`config.mk`:
```
export PLATFORM = sky130hd
export DESIGN_NAME = mult_rr_arbiter
export DESIGN_NICKNAME = d
export VERILOG_FILES = /design/src/rtl/mult_rr_arbiter.sv
export SDC_FILE = /design/constraint.sdc
export NUM_CORES = 1
export LEC_CHECK = 0
export BUFFER_PORTS_ARGS = -buffer_cell sky130_fd_sc_hd__buf_2
export CORE_UTILIZATION = 51
export DETAILED_ROUTE_END_ITERATION = 16
export PLACE_DENSITY = 0.84
export SYNTH_ARGS = -nofsm -noshare
export SYNTH_HDL_FRONTEND = slang
export SYNTH_SLANG_ARGS = --single-unit
```
`constraint.sdc`:
```
create_clock -name clk -period 2.82 [get_ports clk]
set_input_delay 0.705 -clock clk [delete_from_list [all_inputs] [get_ports clk]]
set_output_delay 0.705 -clock clk [all_outputs]
set_load 0.01 [all_outputs]
```
`src/rtl/mult_rr_arbiter.sv`:
```
// mult_rr_arbiter: round-robin arbiter in front of one shared sequential
// 8x8 shift-add multiplier. One request is accepted at a time. The product is
// returned with the index of the requester that won.
// Optional build macro: MULT_ARB_ZERO_SKIP_EN. When it is defined, a request
// with a zero operand bypasses the eight RUN cycles and completes at once.
module mult_rr_arbiter #(
    parameter int NREQ = 4,
    parameter int IDW  = 2
) (
    input  logic                clk,
    input  logic                reset,
    input  logic [NREQ-1:0]     req_valid,
    input  logic [8*NREQ-1:0]   req_a,
    input  logic [8*NREQ-1:0]   req_b,
    output logic [NREQ-1:0]     req_ready,
    output logic                rsp_valid,
    input  logic                rsp_ready,
    output logic [15:0]         rsp_prod,
    output logic [IDW-1:0]      rsp_id,
    output logic                busy
);

    typedef enum logic [1:0] {IDLE, RUN, DONE} state_t;

    state_t          state_reg, state_next;
    logic [IDW-1:0]  ptr_reg;
    logic [15:0]     num_reg;
    logic [7:0]      mul_reg;
    logic [15:0]     acc_reg;
    logic [3:0]      count_reg;
    logic [IDW-1:0]  id_reg;       // owner of the operation in flight
    logic [15:0]     prod_reg;     // presented product, held until next DONE
    logic [IDW-1:0]  rsp_id_reg;   // presented owner, held until next DONE

    logic            grant_found;
    logic [IDW-1:0]  grant_idx;
    logic [IDW:0]    cand;
    logic [NREQ-1:0] grant_onehot;
    logic [7:0]      grant_a;
    logic [7:0]      grant_b;
    logic [IDW-1:0]  ptr_after;
    logic [15:0]     acc_sum;
    logic            skip;

    // Round-robin search: first valid requester at or above ptr, wrapping.
    always_comb begin
        grant_found = 1'b0;
        grant_idx   = '0;
        cand        = '0;
        for (int k = 0; k < NREQ; k++) begin
            cand = {1'b0, ptr_reg} + (IDW+1)'(k);
            if (cand >= (IDW+1)'(NREQ)) begin
                cand = cand - (IDW+1)'(NREQ);
            end
            if (!grant_found && req_valid[cand[IDW-1:0]]) begin
                grant_found = 1'b1;
                grant_idx   = cand[IDW-1:0];
            end
        end
    end

    generate
        for (genvar gi = 0; gi < NREQ; gi++) begin : g_onehot
            assign grant_onehot[gi] = grant_found && (grant_idx == IDW'(gi));
        end
    endgenerate

    assign grant_a   = req_a[{grant_idx, 3'b000} +: 8];
    assign grant_b   = req_b[{grant_idx, 3'b000} +: 8];
    assign ptr_after = (grant_idx == IDW'(NREQ - 1)) ? '0 : grant_idx + IDW'(1);
    assign acc_sum   = acc_reg + (mul_reg[0] ? num_reg : 16'd0);

`ifdef MULT_ARB_ZERO_SKIP_EN
    assign skip = (grant_a == 8'd0) || (grant_b == 8'd0);
`else
    assign skip = 1'b0;
`endif

    // Grants only exist in IDLE, and are suppressed while reset is held.
    assign req_ready = (state_reg == IDLE && reset) ? grant_onehot : '0;
    assign rsp_valid = (state_reg == DONE);
    assign busy      = (state_reg != IDLE);
    assign rsp_prod  = prod_reg;
    assign rsp_id    = rsp_id_reg;

    // State register.
    always_ff @(posedge clk or negedge reset) begin
        if (!reset) begin
            state_reg <= IDLE;
        end else begin
            state_reg <= state_next;
        end
    end

    // Next-state logic.
    always_comb begin
        state_next = state_reg;
        case (state_reg)
            IDLE: begin
                if (grant_found) begin
                    state_next = skip ? DONE : RUN;
                end
            end
            RUN: begin
                if (count_reg == 4'd1) begin
                    state_next = DONE;
                end
            end
            DONE: begin
                if (rsp_ready) begin
                    state_next = IDLE;
                end
            end
            default: state_next = IDLE;
        endcase
    end

    // Datapath: operand capture, shift-add steps and result registers.
    always_ff @(posedge clk or negedge reset) begin
        if (!reset) begin
            ptr_reg    <= '0;
            num_reg    <= '0;
            mul_reg    <= '0;
            acc_reg    <= '0;
            count_reg  <= '0;
            id_reg     <= '0;
            prod_reg   <= '0;
            rsp_id_reg <= '0;
        end else begin
            case (state_reg)
                IDLE: begin
                    if (grant_found) begin
                        num_reg   <= {8'd0, grant_a};
                        mul_reg   <= grant_b;
                        acc_reg   <= '0;
                        count_reg <= 4'd8;
                        id_reg    <= grant_idx;
                        ptr_reg   <= ptr_after;
                        if (skip) begin
                            prod_reg   <= '0;
                            rsp_id_reg <= grant_idx;
                        end
                    end
                end
                RUN: begin
                    acc_reg   <= acc_sum;
                    num_reg   <= num_reg << 1;
                    mul_reg   <= mul_reg >> 1;
                    count_reg <= count_reg - 4'd1;
                    if (count_reg == 4'd1) begin
                        prod_reg   <= acc_sum;
                        rsp_id_reg <= id_reg;
                    end
                end
                default: ;
            endcase
        end
    end

endmodule

```
==> flow_metrics.py <==
metrics = {
    "cts": {
        "cts_num_sinks": 68,
        "cts_tree": "yes",
        "cts_made_buffers": 9,
        "h-tree-depth": 3,
        "cts.clk_slew.worst_paths_ns": 0.07,
        "post-cts-setup-buffers": 0,
        "cts_hold_buffers": 0,
        "cts_buffer_depth": 2,
        "cts_root_buffer": "clkbuf_8",
        "clk_latency_ns": 0.35,
        "ctsResizeCount": 0,
    },
    "die": {
        "fp.dieArea_um2": 8550,
        "io_pins": 95,
        "coreArea_um2": 7810,
        "die_w_um": 92.5,
        "rows": 32,
        "initial_core_util_pct": 53.5,
        "die_h_um": 92.5,
    },
    "grt": {
        "grt_max_degree": 69,
        "overflow": 0,
        "grt_pass1_vias": 3702,
        "grt_usage_pct": 24.2,
        "antenna_found_initial": 0,
        "grt_pass1_wl_mm": 16.4,
    },
    "placement": {
        "dp_hpwl_mm": 7.14,
        "port_buffers": 94,
        "gp_congestion": 0.810,
    },
    "worst_setup_path": {
        "max_stage_delay_ns": 0.50,
        "endpoint_kind": "output pin",
        "slowest_stage": "dfrtp_1",
        "cp.required_ns": 2.12,
        "arrival_ns": 1.91,
        "cp-start-kind": "register",
        "crit_fanout": 6,
        "crit_chain": "a21oi_1 -> o21a_1 -> o22ai_4 -> inv_2 -> ha_1 -> and3_1 -> buf_2",
        "critPathTopFamily": "compound AO/OA/AOI/OAI gates",
        "crit_type": "reg2out",
        "worst-path-buf-inv": 2,
    },
    "yosys": {
        "dominantRegCellSynth": "dfrtp_1",
        "synth_cell_type_count": 58,
        "synth_cells": 423,
        "ys_ff_latch": 68,
        "synth_area_per_cell_um2": 9.87,
        "yosysWarnings": 0,
        "synth-async-reset-ratio_pct": 100,
        "synth_enable_flop_cells": 0,
        "synth_fp_nets": 516,
        "netlist_area_um2": 4180,
        "synth-seq-area-share_pct": 40.8,
    },
    "timing": {
        "finalCritPeriodShare_pct": 92.8,
        "tightestPinTransition_ns": 1.03,
        "skew_ns": 0.00741,
        "setup_tns_ns": 0,
        "slew_viol_final": 0,
        "grt_setup_unrepaired": "false",
        "finalHoldViolCount": 0,
        "min_period_ns": 2.62,
        "setup_viol": 0,
        "whs_ns": 0.477,
        "fmax_ghz": 0.382,
        "slew_headroom_pct": 31.3,
    },
    "drt": {
        "antenna_left": 0,
        "drc_errors": 0,
        "drt_iter0_drc": 199,
        "dr_total_vias": 3596,
        "firstDrtPassIters": 5,
        "wl_mm": 9.86,
        "vias_per_cell": 5.81,
        "wl_per_cell_um": 15.9,
    },
    "final_layout": {
        "nFillCells": 651,
        "nets": 605,
        "antenna-diode-count": 0,
        "drive_above_1_share_pct": 27.5,
        "area_growth_pct": 18.0,
    },
    "flow_run": {
        "maxCapViolCount": 0,
    },
    "power": {
        "ir_drop_mv": 0.774,
        "power_leakage_nw": 2.59,
        "powerDensity_nw_per_um2": 1050,
        "total_power_mw": 5.18,
    },
    "run_status": {
        "status": "finished clean",
    },
    "hold_path": {
        "worstHoldPathType": "reg2reg",
    },
}
==> through the flow <==
stage | setup slack, ns | cells | area [um2] | util [%]
finish | 0.204 | 619 | 4930 | 63.1
floorplan | 0.321 | 423 | 4180 | -
CTS | 0.203 | 619 | 4930 | 63.1
global placement | 0.264 | 603 | 4710 | 60.3
global route | 0.0387 | 619 | 4930 | 63.1
detailed placement | 0.217 | 603 | 4710 | 60.3
==> layout by cell type, fill, tap and decap left out, types with 8 or more instances in the layout <==
cell type  instances
a22oi_1            8
dfrtp_1           68
and2_1            17
and3_1            13
mux2i_1           39
buf_4             10
o21ai_1           10
ha_1              21
nand3_1           10
o221ai_1          16
o21ai_0           23
nand2_1           56
a21oi_1           21
buf_2             94
mux2_2             8
clkbuf_8           9
==> Yosys cell counts, drive strengths merged, types with 8 or more instances <==
cell / number / area (um2)
buf: 16 / 103
and3: 13 / 81.3
nand2: 58 / 228
and2: 18 / 115
nand3: 10 / 50.1
a21oi: 22 / 114
o21ai: 33 / 165
dfrtp: 68 / 1700
ha: 21 / 263
a21o: 8 / 61.3
a22oi: 8 / 60.1
mux2: 8 / 90.1
clkbuf: 10 / 37.5
mux2i: 39 / 390
inv: 8 / 30.0
o221ai: 16 / 140
==> path summary, 6_finish.rpt <==
path | slack [ns] | from | cells after the start | to
max | 0.20 | ptr_reg[1] | 7 | req_ready[3]
max in group asynchronous | 1.63 | reset | 2 | rsp_prod[12]
max reg2reg | 0.21 | mul_reg[0] | 9 | acc_reg[14]
min reg2reg | 0.48 | id_reg[0] | 2 | id_reg[0]
min | 0.48 | id_reg[0] | 2 | id_reg[0]
min in group asynchronous | 0.61 | reset | 2 | rsp_id[0]
==> metal layers <==
layer / up-vias / track usage, % / part of all wire, %
li1: 1719 / - / -
met1: 1729 / 29.1 / 41
met2: 131 / 42.4 / 52
met3: 17 / 6.08 / 5.4
met4: 0 / 7.42 / 1.5
met5: - / 0 / 0
==> logic make-up after synthesis <==
| kind of cell | after synthesis | share of synthesized area, % |
|---|---|---|
| AND/OR/NAND/NOR | 125 | 15.1 |
| adder cells (fa/ha/maj) | 22 | 6.77 |
| flip-flops | 68 | 40.8 |
| XOR/XNOR | 13 | 2.73 |
| AO/OA/AOI/OAI | 114 | 19.1 |
| multiplexers | 47 | 11.5 |
| buffers and inverters | 34 | 4.08 |
==> where the power goes <==
part / switching (mW) / total [mW] / internal [mW]
clock network: 0.391 / 0.885 / 0.494
logic: 1.52 / 2.62 / 1.10
registers: 0.275 / 1.67 / 1.40
total: 2.19 / 5.18 / 3.00
==> layout make-up <==
| cell class | instances | area (um2) | area share, % |
|---|---|---|---|
| Inverter | 8 | 30.0 | 0.610 |
| Sequential cell | 68 | 1700 | 34.5 |
| Multi-Input combinational cell | 321 | 2310 | 46.8 |
| Tap cell | 102 | 128 | 2.59 |
| Clock buffer | 9 | 124 | 2.51 |
| Timing Repair Buffer | 104 | 546 | 11.1 |
| Clock inverter | 7 | 91.3 | 1.85 |
==> worst register-to-register path, stage by stage (launching register included) <==
cell and delay (ns):
dfrtp_1 0.39, buf_4 0.18, and2_1 0.17, fa_1 0.46, a21oi_1 0.24, o211ai_1 0.19, and3b_1 0.25, o32ai_2 0.28
xor2_1 0.23, o21ai_1 0.08
(Power assumes the default switching activity.)
